--- config.mk ---
export PLATFORM = sky130hd
export DESIGN_NAME = fetch_unit
export DESIGN_NICKNAME = d
export VERILOG_FILES = /design/src/rtl/fetch_unit.sv
export SDC_FILE = /design/constraint.sdc
export NUM_CORES = 1
export LEC_CHECK = 0
export ABC_CLOCK_PERIOD_IN_PS = 13700
export BUFFER_PORTS_ARGS = -buffer_cell sky130_fd_sc_hd__buf_2
export CAP_MARGIN = 20
export CELL_PAD_IN_SITES_DETAIL_PLACEMENT = 1
export CELL_PAD_IN_SITES_GLOBAL_PLACEMENT = 1
export CORE_MARGIN = 4
export CORE_UTILIZATION = 53
export CTS_BUF_LIST = sky130_fd_sc_hd__clkbuf_16
export CTS_CLUSTER_SIZE = 10
export DETAILED_ROUTE_END_ITERATION = 12
export PLACE_DENSITY = 0.92
export SETUP_SLACK_MARGIN = 0.15
export SYNTH_ARGS = -nofsm -noshare
export SYNTH_HDL_FRONTEND = slang
export SYNTH_SLANG_ARGS = --single-unit
export TNS_END_PERCENT = 1
--- constraint.sdc ---
create_clock -name clk -period 13.7 [get_ports clk]
set_input_delay 0.685 -clock clk [delete_from_list [all_inputs] [get_ports clk]]
set_output_delay 0.685 -clock clk [all_outputs]
set_load 0.02 [all_outputs]
--- src/rtl/fetch_unit.sv ---
// fetch_unit: multi-cycle instruction fetch front end.
// Issues credit-limited word fetches, buffers responses with their PCs, and flushes on redirect.
//
// Ports:
//   clk, rst          clock; asynchronous active-low reset
//   imem_req_*        request channel (valid/addr registered, ready from memory)
//   imem_rsp_*        in-order responses, always accepted
//   inst_valid/ready  FIFO head handshake to the IDU; inst/inst_pc carry the head entry
//   redirect_*        single-cycle redirect from execute
//   halt              stops new requests (a pending request is kept)
module fetch_unit #(
  parameter int              XLEN     = 32,
  parameter logic [XLEN-1:0] RESET_PC = 32'h8000_0000,
  parameter int              DEPTH    = 4
) (
  input  logic            clk,
  input  logic            rst,
  output logic            imem_req_valid,
  input  logic            imem_req_ready,
  output logic [XLEN-1:0] imem_req_addr,
  input  logic            imem_rsp_valid,
  input  logic [XLEN-1:0] imem_rsp_data,
  output logic            inst_valid,
  input  logic            inst_ready,
  output logic [XLEN-1:0] inst,
  output logic [XLEN-1:0] inst_pc,
  input  logic            redirect_valid,
  input  logic [XLEN-1:0] redirect_pc,
  input  logic            halt
);

  localparam int PW = $clog2(DEPTH);
  localparam int CW = PW + 1;
  localparam logic [CW:0] LIMIT = (CW+1)'(DEPTH);
  localparam logic [XLEN-1:0] STEP = XLEN'(4);

  typedef enum logic [0:0] {
    S_IDLE = 1'b0,
    S_REQ  = 1'b1
  } req_state_t;

  typedef struct packed {
    logic [XLEN-1:0] pc;
    logic [XLEN-1:0] data;
  } entry_t;

  req_state_t      state_q, state_d;
  logic [XLEN-1:0] addr_q, addr_d;
  logic [XLEN-1:0] fetch_pc_q, fetch_pc_d;
  logic [XLEN-1:0] rsp_pc_q, rsp_pc_d;
  logic [PW-1:0]   wr_q, wr_d;
  logic [PW-1:0]   rd_q, rd_d;
  logic [CW-1:0]   count_q, count_d;
  logic [CW-1:0]   out_q, out_d;
  logic [CW-1:0]   disc_q, disc_d;

  entry_t          fifo [DEPTH];
  entry_t          wr_entry;

  logic            acc;
  logic            drop;
  logic            push;
  logic            pop;
  logic            credit;
  logic [XLEN-1:0] target;
  logic            unused_bits;

  assign target      = {redirect_pc[XLEN-1:2], 2'b00};
  assign unused_bits = ^redirect_pc[1:0];

  assign acc  = (state_q == S_REQ) & imem_req_ready;
  assign drop = imem_rsp_valid & (disc_q != '0);
  assign push = imem_rsp_valid & ~drop;
  assign pop  = inst_valid & inst_ready;

  // Entries in the FIFO plus requests in flight must leave room
  // for every possible response.
  assign credit = ({1'b0, count_q} + {1'b0, out_q}) < LIMIT;

  assign imem_req_valid = (state_q == S_REQ);
  assign imem_req_addr  = addr_q;
  assign inst_valid     = (count_q != '0);
  assign inst           = fifo[rd_q].data;
  assign inst_pc        = fifo[rd_q].pc;

  // Request channel: raise when idle with credit, hold until
  // accepted; a redirect withdraws.
  always_comb begin
    state_d = state_q;
    addr_d  = addr_q;
    unique case (state_q)
      S_IDLE: begin
        if (!redirect_valid && !halt && credit) begin
          state_d = S_REQ;
          addr_d  = fetch_pc_q;
        end
      end
      S_REQ: begin
        if (redirect_valid || imem_req_ready) begin
          state_d = S_IDLE;
        end
      end
    endcase
  end

  always_comb begin
    fetch_pc_d = fetch_pc_q;
    rsp_pc_d   = rsp_pc_q;
    wr_d       = wr_q + PW'(push);
    rd_d       = rd_q + PW'(pop);
    count_d    = count_q + CW'(push) - CW'(pop);
    out_d      = out_q + CW'(acc) - CW'(imem_rsp_valid);
    disc_d     = disc_q - CW'(drop);

    if (acc) begin
      fetch_pc_d = fetch_pc_q + STEP;
    end

    // Live requests after a redirect are sequential from the
    // target, so a counter tracks the PC of the next kept response.
    if (push) begin
      rsp_pc_d = rsp_pc_q + STEP;
    end

    if (redirect_valid) begin
      fetch_pc_d = target;
      rsp_pc_d   = target;
      wr_d       = '0;
      rd_d       = '0;
      count_d    = '0;
      disc_d     = out_d;
    end
  end

  always_comb begin
    wr_entry      = '0;
    wr_entry.pc   = rsp_pc_q;
    wr_entry.data = imem_rsp_data;
  end

  always_ff @(posedge clk) begin
    if (push && !redirect_valid) begin
      fifo[wr_q] <= wr_entry;
    end
  end

  always_ff @(posedge clk or negedge rst) begin
    if (!rst) begin
      state_q    <= S_IDLE;
      addr_q     <= RESET_PC;
      fetch_pc_q <= RESET_PC;
      rsp_pc_q   <= RESET_PC;
      wr_q       <= '0;
      rd_q       <= '0;
      count_q    <= '0;
      out_q      <= '0;
      disc_q     <= '0;
    end else begin
      state_q    <= state_d;
      addr_q     <= addr_d;
      fetch_pc_q <= fetch_pc_d;
      rsp_pc_q   <= rsp_pc_d;
      wr_q       <= wr_d;
      rd_q       <= rd_d;
      count_q    <= count_d;
      out_q      <= out_d;
      disc_q     <= disc_d;
    end
  end

endmodule

Word-level counts from Yosys, hierarchy flattened
Memories as Yosys holds them, arrays and structs flattened.
Index checks and enable logic that the tools add are counted.
W data, S select, Z words.
- input bits: 71
- output and inout bits: 98
- memories kept: 1
- logic and storage cells: 51
- register bits: 110
- bits in writable memories: 256
- bitwise gates (word level): 6
- multiplexer cells: 13
- add/sub/neg operators: 10
- $lt $le $gt $ge: 1
- reduce and logical (&&, ||, !) cells: 11
- memories (memory ; words ; width ; rd ports ; clocked after memory_dff ; wr ports ; RTL line ; text):
    fifo ; 4 ; 64 ; 1 ; 0 ; 1 ; 57 ; entry_t fifo [DEPTH];
- operators by type and width (operator ; number):
    $mux W32 ; 4
    $add A32 B3 Y32 const B ; 2
    $sub A3 B1 Y3 ; 3
    $add A3 B1 Y3 ; 2
    $mux W3 ; 2
    $reduce_bool A3 Y1 ; 2
    $add A2 B1 Y2 ; 2
    $add A3 B3 Y4 ; 1
    $and A1 B1 Y1 ; 4
    $lt A4 B3 Y1 const B ; 1
    $mux W1 ; 4
    $mux W2 ; 2
    $reduce_bool A2 Y1 ; 2
    $logic_and A1 B1 Y1 ; 3
    $logic_not A1 Y1 ; 2
    $not A1 Y1 ; 2
    $pmux W1 S2 ; 1
    $reduce_and A2 Y1 ; 1
    $logic_or A1 B1 Y1 ; 1

Depth between registers and ports, before layout
- word-level depth: 7
- mapped depth: 9
- depth with buffers taken out: 9

Worst setup path after synthesis
OpenSTA, ideal clock, no wires.
- kind: input port to flip-flop
- from: input redirect_valid
- to: memory fifo[2][0] (netlist name) (enable)
- buffers on the path: 3
- slack: 5.805 ns
- arrival time: 7.260 ns
- data required time: 13.065 ns
- cell stages on the path: 4
- library setup time: 0.635 ns
- cell sequence: clkbuf_1 -> buf_1 -> clkbuf_1 -> nor4_1
- longest elaborated chain between the ends: 4
- ends and longest elaborated chain (what ; RTL line ; text):
    start, declared ; 27 ; input logic redirect_valid,
    $logic_not A1 Y1 ; 142 ; if (push && !redirect_valid) begin
    $logic_and A1 B1 Y1 ; 142 ;
    $mux W1 ; 142 ;
    $mux W1 (implied by the code) ; 143 ; fifo[wr_q] <= wr_entry;
    end, declared ; 57 ;
Every way passes these cells.

Worst setup path in the final report
- from: register rd_q[0]
- to: output inst[10]
- longest elaborated chain between the ends: 1
- ends and longest elaborated chain (what ; RTL line ; text):
    start, declared ; 52 ; logic [PW-1:0] rd_q, rd_d;
    start signal, assigned ; 164 ; rd_q <= rd_d;
    $mem_v2 Z4 W64 ; -- ;
    end, declared ; 25 ; output logic [XLEN-1:0] inst,
Every way passes these cells.

==> impl_metrics.py <==
metrics = {
    "pwr": {
        "power.switching_mw": 0.858,
        "seqPwrFrac_pct": 46.1,
        "p_comb_share_pct": 22.6,
        "ir_worst_vdd_v": 0.000125,
        "switching_share_pct": 29.2,
        "cellPowerDensity_nw_per_um2": 177,
        "internal-power_mw": 2.08,
        "p_total_mw": 2.94,
        "clkPwrFrac_pct": 31.3,
        "p_leak_nw": 5.94,
    },
    "final_layout": {
        "n_fill_cell": 2449,
        "mostFrequentLayoutCell": "edfxtp_1",
        "areaGrowthSynthToFinish_pct": 15.9,
        "drive_gt1_share_pct": 32.2,
        "diodes": 0,
        "mostFrequentLayoutCells": "248 x edfxtp_1, 161 x buf_2, 99 x dfrtp_1",
        "multiInputGateArea_um2": 4120,
        "fin_nets": 1122,
        "regArea_um2": 10100,
        "design_area_um2": 16700,
    },
    "clocking": {
        "root_buffer": "clkbuf_16",
        "tritoncts": "yes",
        "htreeDepth": 2,
        "clock_latency_ns": 0.52,
        "cts-resized-gates": 0,
        "cts.sinks": 352,
        "clk_pin_slew_ns": 0.05,
        "clockBufferDepth": 3,
        "cts_buffers": 41,
        "postCtsHoldBufs": 0,
        "cts_setup_buffers": 0,
    },
    "logic_synthesis": {
        "synthFlopType": "edfxtp_1",
        "synth_area_leader_cell": "edfxtp_1",
        "synthArstFlopShare_pct": 29.5,
        "synth.ff_latch_count": 352,
        "ys_seq_area_share_pct": 70.0,
        "yosys.area.top_type_share_pct": 51.8,
        "avgSynthCellArea_um2": 16.6,
        "synth_area_um2": 14400,
        "ys_types": 47,
        "synth-edff-count": 248,
        "synthCells": 865,
        "synthTopCellsByArea": "edfxtp_1 52%, dfrtp_1 18%, mux4_2 9.7%",
        "yosys_warnings": 0,
    },
    "sta": {
        "final.setup.tns_ns": 0,
        "hold-worst-slack_ns": 0.193,
        "slew_headroom_pct": 29.4,
        "final_hold_viol_count": 0,
        "max_slew.worst_pin.slew_ns": 1.05,
        "rsz0062_at_grt": "no",
        "max_freq_mhz": 288,
        "drv_slew": 0,
        "clock_skew_ns": 0.0161,
        "setup_viol": 0,
        "final.min_clock_period_ns": 3.48,
        "finalCritPeriodShare_pct": 25.4,
    },
    "placed_design": {
        "portBuffers": 162,
        "dpl_cell_area_um2": 15500,
        "gp_congestion": 0.867,
        "dp_hpwl_um": 22000,
    },
    "grt": {
        "grt_pass1_wl_um": 53800,
        "grt-ovfl-total": 0,
        "grt_start_max_net_pins": 79,
        "antenna_found_initial": 1,
        "grt_pass1_vias": 9362,
        "grt_usage_pct": 22.6,
    },
    "flow_run": {
        "maxCapViolCount": 0,
    },
    "routing": {
        "wl_per_cell_um": 24.0,
        "ant_nets": 0,
        "vias": 8514,
        "drtIter0Drc": 549,
        "wl_um": 33400,
        "dr.pass1.iters": 5,
        "drcViolationCount": 0,
        "post_drt_via_cell_ratio": 6.12,
    },
    "setup_path": {
        "crit_type": "reg2out",
        "critPathLaunchType": "flip-flop",
        "worst-path-max-fanout": 33,
        "endpoint_kind": "output pin",
        "crit_buf_inv": 2,
        "cp_slowest_cell": "dfrtp_4",
        "cp.arrival_ns": 2.79,
        "cp_slowest_stage_delay_ns": 0.81,
        "cp_top_family": "buffers and inverters",
        "cp.required_ns": 13.02,
        "crit_chain": "buf_4 > mux4_2 > buf_2",
    },
    "floorplanning": {
        "start_util_pct": 53.6,
        "die_y_um": 173,
        "core-area_um2": 26800,
        "dieWidth_um": 173,
        "dieArea_um2": 29800,
        "rows": 60,
        "num_io_pins": 169,
    },
    "hold_path": {
        "hold_class": "in2async",
    },
    "outcome": {
        "status": "finished, final reports clean",
    },
}
[power groups by stage]
| stage | combinational, mW | clock (mW) | sequential [mW] |
|---|---|---|---|
| 3_3_place_gp | 0.647 | 0 | 1.37 |
| 4_1_cts | 0.677 | 0.940 | 1.36 |
| 5_1_grt | 0.719 | 0.993 | 1.37 |
| 3_5_place_dp | 0.671 | 0 | 1.37 |
| 6_report | 0.665 | 0.921 | 1.36 |
| 2_1_floorplan | 0.427 | 0 | 1.39 |
[final timing paths]
check,slack [ns],startpoint,end,depth (start not counted)
max,10.22,rd_q[0]$_DFF_PN0_,inst[10],3
max in group asynchronous,12.34,rst,out_q[2]$_DFF_PN0_,2
min reg2reg,0.50,imem_req_addr[9]$_DFFE_PN0P_,imem_req_addr[9]$_DFFE_PN0P_,1
min in group clk,0.39,imem_rsp_data[31],fifo[1][31]$_DFFE_PP_,1
min,0.19,rst,fetch_pc_q[9]$_DFFE_PN0N_,1
max reg2reg,11.07,rsp_pc_q[10]$_DFFE_PN0N_,rsp_pc_q[26]$_DFFE_PN0N_,4
[logic make-up (layout without fill, tap and decap cells)]
kind of cell               after synthesis  count (layout)  synth area share, %
DFF                                    352             352                 70.0
and+or+nand+nor                        223             223                 8.37
muxes                                  108             108                 13.3
AOI/OAI and AO/OA                       79              79                 3.60
buffers and inverters                   59             241                 1.70
xor gates and xnor gates                31              31                 1.89
adders and majority gates               12              12                 1.15
other                                    1               4               0.0261
[cells in the mapped netlist, drive strengths merged (14+ instances only)]
cell,n
nand3,24
nand2,45
inv,14
o21ai,16
xnor2,25
mux2,45
buf,14
a31oi,21
nor4,20
mux4,62
edfxtp,248
nor2,38
clkbuf,30
or4,19
nand4,19
dfrtp,101
[area by class of cell]
| class | instances | area share [%] |
|---|---|---|
| Clock buffer | 42 | 6.31 |
| Clock inverter | 12 | 0.346 |
| Inverter | 15 | 0.338 |
| Multi-Input combinational cell | 457 | 24.7 |
| Sequential cell | 352 | 60.4 |
| Tap cell | 341 | 2.56 |
| Timing Repair Buffer | 172 | 5.33 |
[registers in the layout, summed over array words and instances, names as in the netlist]
| signal | count |
|---|---|
| disc_q | 3 |
| rd_q | 2 |
| fetch_pc_q | 30 |
| count_q | 3 |
| imem_req_valid | 1 |
| rsp_pc_q | 30 |
| wr_q | 2 |
| out_q | 3 |
| fifo | 248 |
| imem_req_addr | 30 |
[worst reg2reg max path: stages, from the launching register on]
cell,delay (ns)
dfrtp_1,0.53
nand3_1,0.33
or4_1,0.85
or4_1,0.60
and4_1,0.19
[per-layer routing]
metal / global-route usage, % / share of wire [%] / vias up
li1: - / - / 3750
met1: 31.1 / 42 / 4385
met2: 38.2 / 50 / 326
met3: 4.70 / 6.1 / 51
met4: 5.05 / 1.8 / 2
met5: 0 / 0.015 / -
[through the flow]
stage / std cells / setup WS [ns] / utilization (%)
after CTS: 1391 / 10.07 / 62.2
after floorplan: 868 / 5.81 / -
after global routing: 1391 / 9.97 / 62.2
after detailed placement: 1337 / 10.63 / 58.0
after global placement: 1337 / 10.67 / 58.0
final: 1391 / 10.22 / 62.2
(Power assumes the default switching activity.)
